**config.mk**
```make
export PLATFORM = sky130hd
export DESIGN_NAME = prog_loader_flat
export DESIGN_NICKNAME = d
export VERILOG_FILES = /design/src/rtl/prog_loader_if.sv /design/src/rtl/prog_loader.sv /design/src/flat_wrapper.sv
export SDC_FILE = /design/constraint.sdc
export NUM_CORES = 1
export LEC_CHECK = 0
export ABC_AREA = 1
export CORE_ASPECT_RATIO = 1.2
export CORE_UTILIZATION = 50
export CTS_CLUSTER_SIZE = 30
export DETAILED_ROUTE_END_ITERATION = 12
export PLACE_DENSITY = 0.74
export SLEW_MARGIN = 15
export SYNTH_ARGS = -nofsm -noshare
export SYNTH_HDL_FRONTEND = slang
export SYNTH_SLANG_ARGS = --single-unit
```
**constraint.sdc**
```tcl
create_clock -name clk -period 1.66 [get_ports clk]
set_clock_uncertainty 0.15 [all_clocks]
set_input_delay 0.249 -clock clk [delete_from_list [all_inputs] [get_ports clk]]
set_output_delay 0.249 -clock clk [all_outputs]
set_load 0.01 [all_outputs]
```
**src/rtl/prog_loader_if.sv**
```systemverilog
// Signal bundle between the host/core side and prog_loader: byte stream in,
// instruction-memory write port out, and the core run-control handshake.
interface prog_loader_if #(
  parameter int unsigned PC_WIDTH    = 12,
  parameter int unsigned INSTR_WIDTH = 9,
  parameter int unsigned CYC_WIDTH   = 16
);
  logic [7:0]             in_data;
  logic                   in_valid;
  logic                   in_ready;
  logic                   clear;
  logic                   imem_wr_en;
  logic [PC_WIDTH-1:0]    imem_addr;
  logic [INSTR_WIDTH-1:0] imem_wr_data;
  logic                   core_reset;
  logic                   req;
  logic                   done;
  logic                   busy;
  logic                   run_done;
  logic [CYC_WIDTH-1:0]   run_cycles;
  logic                   err;
  logic [2:0]             err_code;

  modport master (
    output in_data, in_valid, clear, done,
    input  in_ready, imem_wr_en, imem_addr, imem_wr_data, core_reset, req,
           busy, run_done, run_cycles, err, err_code
  );

  modport slave (
    input  in_data, in_valid, clear, done,
    output in_ready, imem_wr_en, imem_addr, imem_wr_data, core_reset, req,
           busy, run_done, run_cycles, err, err_code
  );
endinterface

```
**src/rtl/prog_loader.sv**
```systemverilog
// Host-side program loader and run controller: assembles 9-bit words from a
// byte stream, writes them to instruction memory, then starts and times the core.
module prog_loader #(
  parameter int unsigned PC_WIDTH    = 12,
  parameter int unsigned INSTR_WIDTH = 9,
  parameter int unsigned CYC_WIDTH   = 16,
  parameter int unsigned TIMEOUT     = 50000
) (
  input  logic           clk,
  input  logic           reset,
  prog_loader_if.slave   bus
);

  localparam logic [CYC_WIDTH-1:0] TIMEOUT_C = CYC_WIDTH'(TIMEOUT);

  typedef enum logic [3:0] {
    S_LEN_LO, S_LEN_HI, S_INSTR_LO, S_INSTR_HI, S_FLUSH,
    S_START, S_RUN, S_DONE, S_ERR
  } state_e;

  state_e                 state_q;
  logic [PC_WIDTH-1:0]    len_q;
  logic [PC_WIDTH-1:0]    cnt_q;
  logic [PC_WIDTH-1:0]    cnt_d;
  logic [7:0]             lo_q;
  logic [CYC_WIDTH-1:0]   cyc_q;
  logic [CYC_WIDTH-1:0]   run_cycles_q;
  logic                   wr_en_q;
  logic [PC_WIDTH-1:0]    addr_q;
  logic [INSTR_WIDTH-1:0] wdata_q;
  logic                   req_q;
  logic [2:0]             err_code_q;
  logic [PC_WIDTH-1:0]    len_full_c;
  logic                   xfer_c;

  assign cnt_d      = cnt_q + PC_WIDTH'(1);
  assign len_full_c = PC_WIDTH'({bus.in_data[3:0], len_q[7:0]});
  assign xfer_c     = bus.in_valid & bus.in_ready;

  // Status outputs are pure decodes of the registered state.
  assign bus.in_ready   = ~reset && (state_q inside {S_LEN_LO, S_LEN_HI, S_INSTR_LO, S_INSTR_HI});
  assign bus.core_reset = !(state_q inside {S_START, S_RUN, S_DONE});
  assign bus.busy       = !(state_q inside {S_DONE, S_ERR});
  assign bus.run_done   = (state_q == S_DONE);
  assign bus.err        = (state_q == S_ERR);

  assign bus.imem_wr_en   = wr_en_q;
  assign bus.imem_addr    = addr_q;
  assign bus.imem_wr_data = wdata_q;
  assign bus.req          = req_q;
  assign bus.run_cycles   = run_cycles_q;
  assign bus.err_code     = err_code_q;

  always_ff @(posedge clk) begin
    if (reset) begin
      state_q      <= S_LEN_LO;
      len_q        <= '0;
      cnt_q        <= '0;
      lo_q         <= '0;
      cyc_q        <= '0;
      run_cycles_q <= '0;
      wr_en_q      <= 1'b0;
      addr_q       <= '0;
      wdata_q      <= '0;
      req_q        <= 1'b0;
      err_code_q   <= 3'd0;
    end else begin
      wr_en_q <= 1'b0;
      req_q   <= 1'b0;
      case (state_q)
        S_LEN_LO: begin
          if (xfer_c) begin
            len_q   <= PC_WIDTH'(bus.in_data);
            state_q <= S_LEN_HI;
          end
        end
        S_LEN_HI: begin
          if (xfer_c) begin
            if (bus.in_data[7:4] != 4'd0) begin
              err_code_q <= 3'd1;
              state_q    <= S_ERR;
            end else if (len_full_c == '0) begin
              err_code_q <= 3'd2;
              state_q    <= S_ERR;
            end else begin
              len_q   <= len_full_c;
              cnt_q   <= '0;
              state_q <= S_INSTR_LO;
            end
          end
        end
        S_INSTR_LO: begin
          if (xfer_c) begin
            lo_q    <= bus.in_data;
            state_q <= S_INSTR_HI;
          end
        end
        S_INSTR_HI: begin
          if (xfer_c) begin
            if (bus.in_data[7:1] != 7'd0) begin
              err_code_q <= 3'd3;
              state_q    <= S_ERR;
            end else begin
              wr_en_q <= 1'b1;
              addr_q  <= cnt_q;
              wdata_q <= INSTR_WIDTH'({bus.in_data[0], lo_q});
              cnt_q   <= cnt_d;
              state_q <= (cnt_d == len_q) ? S_FLUSH : S_INSTR_LO;
            end
          end
        end
        // FLUSH carries the last write strobe; req is registered so it lands in START.
        S_FLUSH: begin
          req_q   <= 1'b1;
          state_q <= S_START;
        end
        S_START: begin
          cyc_q   <= '0;
          state_q <= S_RUN;
        end
        S_RUN: begin
          if (bus.done) begin
            run_cycles_q <= cyc_q;
            state_q      <= S_DONE;
          end else if ((TIMEOUT != 0) && (cyc_q == TIMEOUT_C)) begin
            err_code_q <= 3'd4;
            state_q    <= S_ERR;
          end else if (cyc_q != '1) begin
            cyc_q <= cyc_q + CYC_WIDTH'(1);
          end
        end
        S_DONE: begin
          if (bus.clear) state_q <= S_LEN_LO;
        end
        S_ERR: begin
          if (bus.clear) begin
            err_code_q <= 3'd0;
            state_q    <= S_LEN_LO;
          end
        end
        default: state_q <= S_LEN_LO;
      endcase
    end
  end

endmodule

```
**src/flat_wrapper.sv**
```systemverilog
// flat-port wrapper written by rule: the top's interface ports become plain ports
module prog_loader_flat 
#(
  parameter int unsigned PC_WIDTH    = 12,
  parameter int unsigned INSTR_WIDTH = 9,
  parameter int unsigned CYC_WIDTH   = 16,
  parameter int unsigned TIMEOUT     = 50000
)
  (clk, reset, bus_in_data, bus_in_valid, bus_clear, bus_done, bus_in_ready, bus_imem_wr_en, bus_imem_addr, bus_imem_wr_data, bus_core_reset, bus_req, bus_busy, bus_run_done, bus_run_cycles, bus_err, bus_err_code);
  prog_loader_if #(.PC_WIDTH(PC_WIDTH), .INSTR_WIDTH(INSTR_WIDTH), .CYC_WIDTH(CYC_WIDTH)) bus_i ();
  input  logic clk;
  input  logic reset;
  input wire logic [$bits(bus_i.in_data)-1:0] bus_in_data;
  input wire logic [$bits(bus_i.in_valid)-1:0] bus_in_valid;
  input wire logic [$bits(bus_i.clear)-1:0] bus_clear;
  input wire logic [$bits(bus_i.done)-1:0] bus_done;
  output wire logic [$bits(bus_i.in_ready)-1:0] bus_in_ready;
  output wire logic [$bits(bus_i.imem_wr_en)-1:0] bus_imem_wr_en;
  output wire logic [$bits(bus_i.imem_addr)-1:0] bus_imem_addr;
  output wire logic [$bits(bus_i.imem_wr_data)-1:0] bus_imem_wr_data;
  output wire logic [$bits(bus_i.core_reset)-1:0] bus_core_reset;
  output wire logic [$bits(bus_i.req)-1:0] bus_req;
  output wire logic [$bits(bus_i.busy)-1:0] bus_busy;
  output wire logic [$bits(bus_i.run_done)-1:0] bus_run_done;
  output wire logic [$bits(bus_i.run_cycles)-1:0] bus_run_cycles;
  output wire logic [$bits(bus_i.err)-1:0] bus_err;
  output wire logic [$bits(bus_i.err_code)-1:0] bus_err_code;
  assign bus_i.in_data = bus_in_data;
  assign bus_i.in_valid = bus_in_valid;
  assign bus_i.clear = bus_clear;
  assign bus_i.done = bus_done;
  assign bus_in_ready = bus_i.in_ready;
  assign bus_imem_wr_en = bus_i.imem_wr_en;
  assign bus_imem_addr = bus_i.imem_addr;
  assign bus_imem_wr_data = bus_i.imem_wr_data;
  assign bus_core_reset = bus_i.core_reset;
  assign bus_req = bus_i.req;
  assign bus_busy = bus_i.busy;
  assign bus_run_done = bus_i.run_done;
  assign bus_run_cycles = bus_i.run_cycles;
  assign bus_err = bus_i.err;
  assign bus_err_code = bus_i.err_code;
  prog_loader #(.PC_WIDTH(PC_WIDTH), .INSTR_WIDTH(INSTR_WIDTH), .CYC_WIDTH(CYC_WIDTH), .TIMEOUT(TIMEOUT)) u_core (.clk(clk), .reset(reset), .bus(bus_i));
endmodule
```
==> run metrics <==
CTS buffer count=9; ratio of cells with drive above 1 in the final layout=44.56%; first-pass GRT wire length=23.94 mm; CP required=1830 ps; EDFF count, synth=0; Main synth FF type=dfxtp_1; via count=5848; CP endpoint kind=register; crit path DAT=2200 ps; pre-CTS WS=-425.0 ps; synthesized cell area=0.004553 mm2; hold crit path type=in2reg; Worst-Skew Late Latency=390 ps; simple-gate share of the synthesized area=30.92%; initial DRC count=502; min Tclk post-route=2032 ps; switch share=29.80%; clock sink count=94; FMAX=492.2 MHz; final worst slack=-371.5 ps; number of global-route vias before repair=5089; CP peak stage delay=420 ps; pin count of the biggest net entering global routing=43; grt ovf=0; Final Hold Fails=0; Distinct cells, synth=37; clk buf depth=2; worst setup path class=reg2reg; CP max FO=6; RSZ-0062 raised after global routing=yes; Layout area overhead=69.00%; clock power share=36.1%; height of the die=106.5 um; dpl cells=925; Syn Area/Cell=6.920 um2; Core Region=0.008703 mm2; GPL Wtd Cong=0.9290; P_sw=1.309 mW; CTS tree=built; Post-Synth XOR/XNOR Area=1.154%; power density cells=570.7 mW/mm2; Cells after Synth=658; most frequent cells in the layout=122 x buf_4, 97 x nand2_1, 78 x dfxtp_1; final period utilization=122.4%; hold buffers post-CTS=0; Die Wd=89.11 um; Worst Max-Slew Pin Slew=369.1 ps; clk root buf=clkbuf_8; DRT antenna net count=0; Comb pwr share=11.4%; commonest non-fill, non-tap cell in the layout=buf_4; 1st-pass router iterations=9; crit path cell chain=nand2_1 -> nor2_4 -> nand2_1 -> nand2_1 -> nand3_2 -> nand2_1 -> inv_1 -> nand2_1 -> nor2_2 -> nand3_1 -> nand2_1 -> nand2_1 -> nand2_1 -> a21oi_2; failing checks=design-rule violations, negative setup slack; post-DR vias/cell=5.907; clock transition at the registers of the reported paths=110 ps; post-synthesis mux area share=0%; Synth async-reset ratio=0%; port buffer count=59; filler instances=393; Synth Warn #=0; post-synth net total=675; DP Area=0.006118 mm2; crit path max-delay cell type=dfxtp_4; Tot GR Track Use=33.05%; total wire length=19.50 mm; Critical Path Start Type=register; Compound-Gate Fraction of Synth Area=16.90%; area share of fa/ha/maj cells after synthesis=1.099%; Initial Util=52.31%; Peak VDD IR=0.0005008 V; DP Wirelength=10.12 mm; Final Util=88.41%; # setup viols final=91; number of I/O pins=60; Seq cells post-synth=94; Die ar.=0.009493 mm2; sequential share of the synthesized area=41.33%; sequential share of power=52.5%; max-cap violations=0; Internal Power=3.083 mW; Nets=885; CTS HTree Levels=3; Finished Cell Area=0.007695 mm2; fin. max-slew vios=0; delay-heaviest family, CP=simple AND/OR/NAND/NOR gates; remaining max-slew budget at the tightest pin=75.36%; Pleak=3.413 nW; antenna violations before repair=1; Routed WL per cell=19.70 um; Ant. Diodes=0; WP buf/inv=1; # rows=37; final cell count without fillers=990; residual DRC count=1; dominant combinational cell family by area after synthesis=simple AND/OR/NAND/NOR gates; outcome=finished, violations left; most frequent CP cell=nand2_1
-- layer usage --
metal  part of all wire [%]  vias up  GRT usage [%]
li1                       -     2596              -
met4                    7.7        0          17.23
met1                     34     2733          36.84
met3                    8.1      136          5.202
met5                      0        -              0
met2                     50      383          58.94
-- metrics by stage --
step	setup TNS [ps]	hold slack [ps]	total power, mW
3_3_place_gp	-21490	312.9	2.718
6_report	-15160	201.0	4.391
4_1_cts	-6003	317.5	4.260
2_1_floorplan	-919.9	259.8	2.547
3_5_place_dp	-23990	319.2	2.721
5_1_grt	-22340	244.2	4.532
-- layout make-up --
class | count | area (um2) | area share, %
clock buffers | 9 | 123.9 | 1.610
clock inverters | 7 | 75.07 | 0.9756
inverters | 70 | 304.0 | 3.951
multi-input cells | 472 | 2997 | 38.94
flip-flops and latches | 94 | 1927 | 25.04
well taps | 117 | 146.4 | 1.902
repair buffers | 219 | 2098 | 27.27
repair inverters | 2 | 23.77 | 0.3089
-- state kept, by name, summed over array words and instances (netlist names) --
signal and cells:
u_core.lo_q 8, u_core.cyc_q 16, u_core.state_q 4, u_core.len_q 12, u_core.bus.imem_addr 12, u_core.bus.err_code 3
u_core.bus.run_cycles 16, u_core.bus.imem_wr_data 9, u_core.bus.req 1, u_core.cnt_q 12, u_core.bus.imem_wr_en 1
-- kinds of logic (layout without fill, tap and decap cells) --
group / after synthesis / in the layout
compound gates: 143 / 143
xor+xnor: 6 / 6
fa+ha+maj: 4 / 4
buf+inv: 93 / 307
flops: 94 / 94
simple gates: 318 / 319
-- what timing repair did --
| action | in CTS | in global routing |
|---|---|---|
| buffers inserted | 14 | 22 |
| cloned | 3 | 11 |
| setup endpoints to repair | 114 | 102 |
| gates resized for setup | 107 | 250 |
| pin swaps | 23 | 65 |
-- cell usage after synthesis, types with 9 or more instances --
master	n	area share, %
nand4_1	9	1.2
nand3_1	43	4.7
nor2_1	98	8.1
inv_2	9	0.74
dfxtp_1	94	41
clkbuf_1	10	0.82
nor3_1	11	1.2
nand2_1	130	11
a21oi_1	62	6.8
o21ai_0	64	7.0
inv_1	59	4.9
-- path summary, 6_finish.rpt --
check                                      start                 to  slack, ps  depth (start not counted)
worst max register to register   u_core.cnt_q[2]  u_core.state_q[1]       -370                         14
worst max-delay path             u_core.cnt_q[2]  u_core.state_q[1]       -370                         14
worst min register to register  u_core.cnt_q[11]   u_core.cnt_q[11]        350                          2
worst min-delay path              bus_in_data[6]     u_core.lo_q[6]        200                          4
-- tightest hold or removal path: stages --
cell and delay [ps]:
dlymetal6s2s_1 110, buf_4 140, o21ai_1 80, nor2_1 120
-- power groups by stage --
| stage | clock [mW] | sequential (mW) | combinational (mW) |
|---|---|---|---|
| after floorplan | 0 | 2.36 | 0.187 |
| after global placement | 0 | 2.36 | 0.357 |
| after detailed placement | 0 | 2.36 | 0.359 |
| after CTS | 1.58 | 2.30 | 0.378 |
| after global routing | 1.69 | 2.31 | 0.532 |
| final | 1.59 | 2.31 | 0.499 |
No activity file was read; power rests on OpenSTA's default activity.
